**src/rtl/auto_decision.sv**
```systemverilog
// auto_decision: debounced wall-detector junction FSM issuing one-shot turn requests
module auto_decision #(
    parameter int DEBOUNCE_CYCLES = 5,
    parameter int SETTLE_TIME = 50,
    parameter int ACK_TIMEOUT = 8,
    parameter int COOLDOWN_TIME = 250
) (
    input  logic       clk,
    input  logic       rst_n,
    input  logic       enable,
    input  logic       detector_front,
    input  logic       detector_left,
    input  logic       detector_right,
    input  logic       is_turning,
    output logic       trigger_turn_left,
    output logic       trigger_turn_right,
    output logic       trigger_turn_back,
    output logic       move_forward,
    output logic [7:0] turn_count,
    output logic       ack_error
);
    typedef enum logic [2:0] {IDLE, FORWARD, SETTLE, DECIDE, ISSUE, WAIT_ACK, WAIT_DONE, COOLDOWN} state_t;
    state_t state, state_nx;
    logic [2:0] raw, filt;
    logic [2:0][7:0] dcnt;
    logic [15:0] cnt;
    logic [2:0] trig, trig_nx;
    logic front, left, right;
    assign raw = {detector_front, detector_left, detector_right};
    assign {front, left, right} = filt;
    always_ff @(posedge clk) begin
        for (int i = 0; i < 3; i++) begin
            if (!rst_n) begin
                filt[i] <= 1'b1;
                dcnt[i] <= '0;
            end else if (!enable || raw[i] == filt[i]) begin
                dcnt[i] <= '0;
            end else if (dcnt[i] == 8'(DEBOUNCE_CYCLES - 1)) begin
                filt[i] <= raw[i];
                dcnt[i] <= '0;
            end else begin
                dcnt[i] <= dcnt[i] + 8'd1;
            end
        end
    end
    always_ff @(posedge clk) begin
        if (!rst_n) begin
            state <= IDLE;
            cnt <= '0;
            trig <= '0;
            turn_count <= '0;
            ack_error <= 1'b0;
        end else begin
            state <= state_nx;
            cnt <= (state_nx != state || !enable) ? '0 : cnt + {15'd0, cnt != '1};
            trig <= trig_nx;
            if (enable && state == ISSUE) turn_count <= turn_count + 8'd1;
            if (enable && state == WAIT_ACK && !is_turning && cnt >= 16'(ACK_TIMEOUT - 1)) ack_error <= 1'b1;
        end
    end
    always_comb begin
        state_nx = state;
        trig_nx = 3'b000;
        if (!enable) begin
            state_nx = IDLE;
        end else begin
            case (state)
                IDLE:      state_nx = FORWARD;
                FORWARD:   state_nx = (front || !left || !right) ? SETTLE : FORWARD;
                SETTLE:    state_nx = (cnt >= 16'(SETTLE_TIME - 1) && !is_turning) ? DECIDE : SETTLE;
                DECIDE: begin
                    trig_nx = !left ? 3'b001 : !front ? 3'b000 : !right ? 3'b010 : 3'b100;
                    state_nx = (trig_nx == 3'b000) ? COOLDOWN : ISSUE;
                end
                ISSUE:     state_nx = WAIT_ACK;
                WAIT_ACK:  state_nx = is_turning ? WAIT_DONE : (cnt >= 16'(ACK_TIMEOUT - 1)) ? SETTLE : WAIT_ACK;
                WAIT_DONE: state_nx = is_turning ? WAIT_DONE : COOLDOWN;
                COOLDOWN:  state_nx = front ? SETTLE : (cnt >= 16'(COOLDOWN_TIME - 1)) ? FORWARD : COOLDOWN;
            endcase
        end
    end
    always_comb begin
        move_forward = enable && (state == FORWARD || state == COOLDOWN);
        {trigger_turn_back, trigger_turn_right, trigger_turn_left} = enable ? trig : 3'b000;
    end
endmodule

```
**config.mk**
```make
export PLATFORM = sky130hd
export DESIGN_NAME = auto_decision
export DESIGN_NICKNAME = d
export VERILOG_FILES = /design/src/rtl/auto_decision.sv
export SDC_FILE = /design/constraint.sdc
export NUM_CORES = 1
export LEC_CHECK = 0
export ABC_AREA = 1
export ABC_CLOCK_PERIOD_IN_PS = 2360
export CORE_UTILIZATION = 35
export DETAILED_ROUTE_END_ITERATION = 10
export GPL_TIMING_DRIVEN = 0
export PLACE_DENSITY = 0.54
export RECOVER_POWER = 100
export SLEW_MARGIN = 20
export SYNTH_ARGS = -nofsm -noshare
export SYNTH_HDL_FRONTEND = slang
export SYNTH_SLANG_ARGS = --single-unit
```
**constraint.sdc**
```tcl
create_clock -name clk -period 2.36 [get_ports clk]
set_clock_uncertainty 0.15 [all_clocks]
set_input_delay 0.708 -clock clk [delete_from_list [all_inputs] [get_ports clk]]
set_output_delay 0.708 -clock clk [all_outputs]
set_load 0.01 [all_outputs]
```
==> reports/results.ini, run 1 <==
[floorplanning]
die_area_um2 = 8700
core_um2 = 7890
rows = 32
ios = 20
die_y_um = 93.3
start_util_pct = 37.0
die_w_um = 93.3

[timing]
setup-violations-final = 0
rsz0062_at_grt = yes
worstMarginPinSlew_ns = 0.474
maxSlewViolCount = 0
finalCritPeriodShare_pct = 99.2
hold_viol = 0
fin_crit_ns = 2.34
fmax_mhz = 427
slew_headroom_pct = 68.4

[detailed_routing]
ant_nets = 0
drt_iter0_markers = 106
wire_per_inst_um = 10.0
drc = 0
num_vias = 2465
first_pass_iters = 4
wl_um = 5380
vias_per_cell = 4.60

[power_and_ir_drop]
pwr-share-clk_pct = 45.8
seqPwrFrac_pct = 50.2
p_int_mw = 1.53
leakage_nw = 1.37
p_sw_mw = 0.451
combPwrFrac_pct = 4.0
ir_drop_mv = 0.287
p_per_area_nw_per_um2 = 578
swShare_pct = 22.8

[setup_path]
cp-start-kind = input port
worstPathMaxFanout = 10
required_ns = 1.50
arrival_ns = 1.48
worstSetupPathType = in2out
worstSetupEndpointType = output pin

[logic_synthesis]
syn_area_per_cell_um2 = 7.27
yosysTopAreaCell = dfxtp_1
syn_nets = 417
synth_area_um2 = 2920
seq_area_frac_synth_pct = 39.8
synthCells = 401
synth_area_leaders = dfxtp_1 40%, inv_1 8.1%, nand2_1 8.0%, nor2_1 7.3%, nand3_1 4.5%
yosys_warnings = 0
synth-seq-cells = 58
yosysUniqueCellTypes = 30
synth_top_area_share_pct = 39.8

[clock_tree]
clockBufferDepth = 2
cts_buffers = 9
path_clk_slew_ns = 0.07
clk_latency_ns = 0.34
hold_buffers = 0
numClockSinks = 58
htreeDepth = 3
cts_tree = yes
cts_root_buf = clkbuf_8

[flow_run]
drv_cap = 0

[cells_and_area]
drive_gt1_share_pct = 12.0
final_common_cell = inv_1
stdcell_area_um2 = 3420
layout_common_cells = 62 x inv_1, 60 x nand2_1, 59 x nor2_1
fin_util_pct = 43.4
syn2layout_area_growth_pct = 17.3
n_antenna_cell = 0
nets = 445

[global_route]
grt_max_degree = 12
grt_pass1_wl_um = 9500
grt_pass1_vias = 2273
grt_use_total_pct = 14.1
antenna_found_initial = 0
grt_overflow = 0

[place]
numPortBuffers = 18
place_area_um2 = 3220
gp_congestion = 0.795
dp_hpwl_um = 4070

[run_status]
status = complete, no violations

[min_path]
min_path_type = reg2reg

-- registers in the layout, summed over array words and instances (netlist names) --
name,cells
ack_error,1
cnt,16
filt,3
state,3
dcnt,24
trig,3
turn_count,8
-- per-layer routing --
layer	track usage, %	wire length [um]
met5	0	0
met2	23.7	2550
met4	6.92	113
met1	16.1	2560
met3	4.55	161
-- worst max-delay path, cell delays in order --
cell,delay [ns]
clkbuf_2,0.21
inv_2,0.11
a21oi_1,0.16
dlygate4sd2_1,0.29
-- stage by stage --
stage                     total power, mW  std cells  hold slack (ns)  setup slack [ns]  setup TNS [ns]
after floorplan                      1.07        401            0.267             0.286               0
after global placement               1.10        521            0.279            -0.426           -5.07
after detailed placement             1.10        521            0.285            -0.425           -5.25
after CTS                            2.03        536            0.298            0.0265               0
after global routing                 2.08        536            0.336           -0.0975          -0.943
final                                1.98        536            0.291            0.0185               0
-- cells in the mapped netlist, drive strengths merged --
master,number
and3,1
nor3,20
o21ai,17
buf,2
o21a,2
xor2,11
nor2,76
or2,1
a21oi,24
clkbuf,1
a31oi,1
nor3b,5
nand3,26
nor4,4
a311o,1
inv,65
xnor2,5
nand4,6
nand2,66
ha,9
dfxtp,58
-- final timing paths --
path / startpoint / end / slack [ns] / depth (start not counted)
worst min register to register: dcnt[8]$_SDFF_PP0_ / dcnt[8]$_SDFF_PP0_ / 0.29 / 1
worst max register to register: cnt[7]$_SDFF_PP0_ / cnt[14]$_SDFF_PP0_ / 0.14 / 16
worst min-delay path: dcnt[8]$_SDFF_PP0_ / dcnt[8]$_SDFF_PP0_ / 0.29 / 1
worst max-delay path: enable / move_forward / 0.02 / 4
-- area by class of cell --
class                      count  area, um2
fill                         855       4470
tap                          102        128
clock inverter                 5       53.8
sequential                    58       1160
clock buffer                  11        141
inverter                      65        244
multi-input combinational    275       1500
timing repair buffer          18        169
buffer                         2       25.0
-- what timing repair did --
item                                   4_1_cts  5_1_grt
pin swaps                                    0        3
endpoints found under the hold margin        0        0
resized for setup                            9        9
setup endpoints to repair                    6       12
cloned                                       0        0
buffers inserted                             0        0
-- logic make-up (layout without fill, tap and decap cells) --
logic type               count (synthesis)  count (layout)  synth area share [%]
AND/OR/NAND/NOR                        205             205                  33.9
buffers and inverters                   68             101                  9.36
flip-flops                              58              58                  39.8
AO/OA/AOI/OAI                           45              45                  8.24
XOR/XNOR                                16              16                  4.81
adder cells (fa/ha/maj)                  9               9                  3.86
-- power by group through the flow --
stage	Clock, mW	Sequential (mW)	Combinational [mW]
2_1_floorplan	0	1.01	0.0597
3_3_place_gp	0	1.01	0.0850
3_5_place_dp	0	1.01	0.0857
4_1_cts	0.950	0.992	0.0855
5_1_grt	0.992	0.992	0.0918
6_report	0.906	0.992	0.0792
Power figures use the tool's default switching activity.
==> run 2, diff against run 1 <==
- CORE_UTILIZATION: 35 -> 30
- PLACE_DENSITY: 0.54 -> 0.48
==> run 2 against run 1 <==
Net effect: clock power is 2.5% lower; critical path depth stayed put; non-clock buffer count is 4 higher; design area is 1.9% higher; sequential power hardly changed; worst hold slack better by 0.0050 ns; combinational power is 9.3% higher; die area is 16% higher; final cell count is 5.6% higher; sequential share of layout area is 0.52 points lower; via count is 0.16% lower; count of clock-buffer cells in the layout is 1 higher; largest cell class unchanged; highest routed layer unchanged.
==> reports/results.ini, run 2 (synthesis results as in run 1) <==
[detailed_routing]
routed.top_layer = met4
wl_met3_um = 199
vias_per_cell = 4.35
wl_met1_um = 2850
drt_iter0_markers = 73
wl_um = 5790
num_vias = 2461
ant_nets = 0
wl_met2_um = 2660
first_pass_iters = 4
wire_per_inst_um = 10.2
drc = 0

[flow_run]
drv_cap = 0

[global_route]
grt_pass1_wl_um = 10100
grt_max_degree = 11
grt_use_total_pct = 12.8
grt_overflow = 0
antenna_found_initial = 0
grt_pass1_vias = 2305

[setup_path]
critical-path-max-stage-delay_ns = 0.30
cp-start-kind = input port
worstSetupEndpointType = output pin
required_ns = 1.50
cpMaxStageDelayCell = dlygate4sd2_1
worstPathMaxFanout = 10
path_cells = buf_4 > inv_2 > a21oi_1 > dlygate4sd2_1
arrival_ns = 1.39
cpLargestDelayFamily = buffers and inverters
crit_buf_inv = 3
worstSetupPathType = in2out

[timing]
fmax_mhz = 445
finalCritPeriodShare_pct = 95.2
setup_slack_ns = 0.114
rsz0062_at_grt = no
maxSlewViolCount = 0
setup-violations-final = 0
finalSetupTns_ns = 0
slew_headroom_pct = 76.3
hold_viol = 0
worstMarginPinSlew_ns = 0.354
fin_crit_ns = 2.25

[place]
place_area_um2 = 3260
numPortBuffers = 18
gp_congestion = 0.826
dp_hpwl_um = 4200
place_ws_ns = -0.493

[power_and_ir_drop]
p_total_mw = 1.96
leakage_nw = 1.40
p_int_mw = 1.53
p_per_area_nw_per_um2 = 563
combPwrFrac_pct = 4.4
swShare_pct = 22.2
p_sw_mw = 0.435
seqPwrFrac_pct = 50.6
ir_drop_mv = 0.320
pwr-share-clk_pct = 45.0

[floorplanning]
core_um2 = 9330
ios = 20
rows = 35
start_util_pct = 31.3
die_y_um = 101
die_w_um = 101
die_area_um2 = 10100

[cells_and_area]
largest_reg_flops = 24
nets = 449
largestRegisters = dcnt x24, cnt x16, turn_count x8
n_antenna_cell = 0
stdcell_area_um2 = 3480
fin_util_pct = 37.4
syn2layout_area_growth_pct = 19.5
top_register = dcnt
drive_gt1_share_pct = 12.8
layout_common_cells = 62 x inv_1, 62 x nor2_1, 60 x nand2_1

[run_status]
status = complete, no violations

[clock_tree]
hold_buffers = 0
path_clk_slew_ns = 0.06
clk_latency_ns = 0.33
cts_tree = yes
cts_buffers = 9
numClockSinks = 58
htreeDepth = 3
clockBufferDepth = 2
cts_root_buf = clkbuf_8

[min_path]
min_path_type = reg2reg

==> run 2: final timing paths <==
check	startpoint	endpoint	slack, ns	cells after the start
worst max-delay path	enable	move_forward	0.11	4
worst min-delay path	dcnt[8]$_SDFF_PP0_	dcnt[8]$_SDFF_PP0_	0.30	1
worst max register to register	cnt[7]$_SDFF_PP0_	cnt[15]$_SDFF_PP0_	0.20	14
worst min register to register	dcnt[8]$_SDFF_PP0_	dcnt[8]$_SDFF_PP0_	0.30	1
==> run 2: layer usage <==
metal  GRT usage, %  vias up
li1               -     1340
met1           15.7     1078
met2           20.9       36
met3           4.72        7
met4           4.01        0
met5              0        -
==> run 2: power groups by stage <==
stage | Combinational (mW) | Sequential [mW] | Clock, mW
2_1_floorplan | 0.0597 | 1.01 | 0
3_3_place_gp | 0.0870 | 1.01 | 0
3_5_place_dp | 0.0880 | 1.01 | 0
4_1_cts | 0.0894 | 0.991 | 0.929
5_1_grt | 0.0992 | 0.992 | 0.972
6_report | 0.0866 | 0.992 | 0.883
==> run 2: final cells by class <==
type,instances,area [um2]
buffer,3,32.5
clock buffer,12,145
clock inverter,3,40.0
fill,998,5840
inverter,65,244
multi-input combinational,275,1500
sequential,58,1170
tap,129,161
timing repair buffer,21,198
==> run 2: through the flow <==
step,hold slack [ns],std cells
after CTS,0.302,563
final,0.296,566
after detailed placement,0.290,548
after global routing,0.317,566
after floorplan,0.267,401
after global placement,0.280,548
==> run 2: what timing repair did <==
item | 4_1_cts | 5_1_grt
buffers inserted | 0 | 3
pin swaps | 1 | 4
endpoints found under the setup margin | 10 | 9
gates resized for setup | 9 | 17
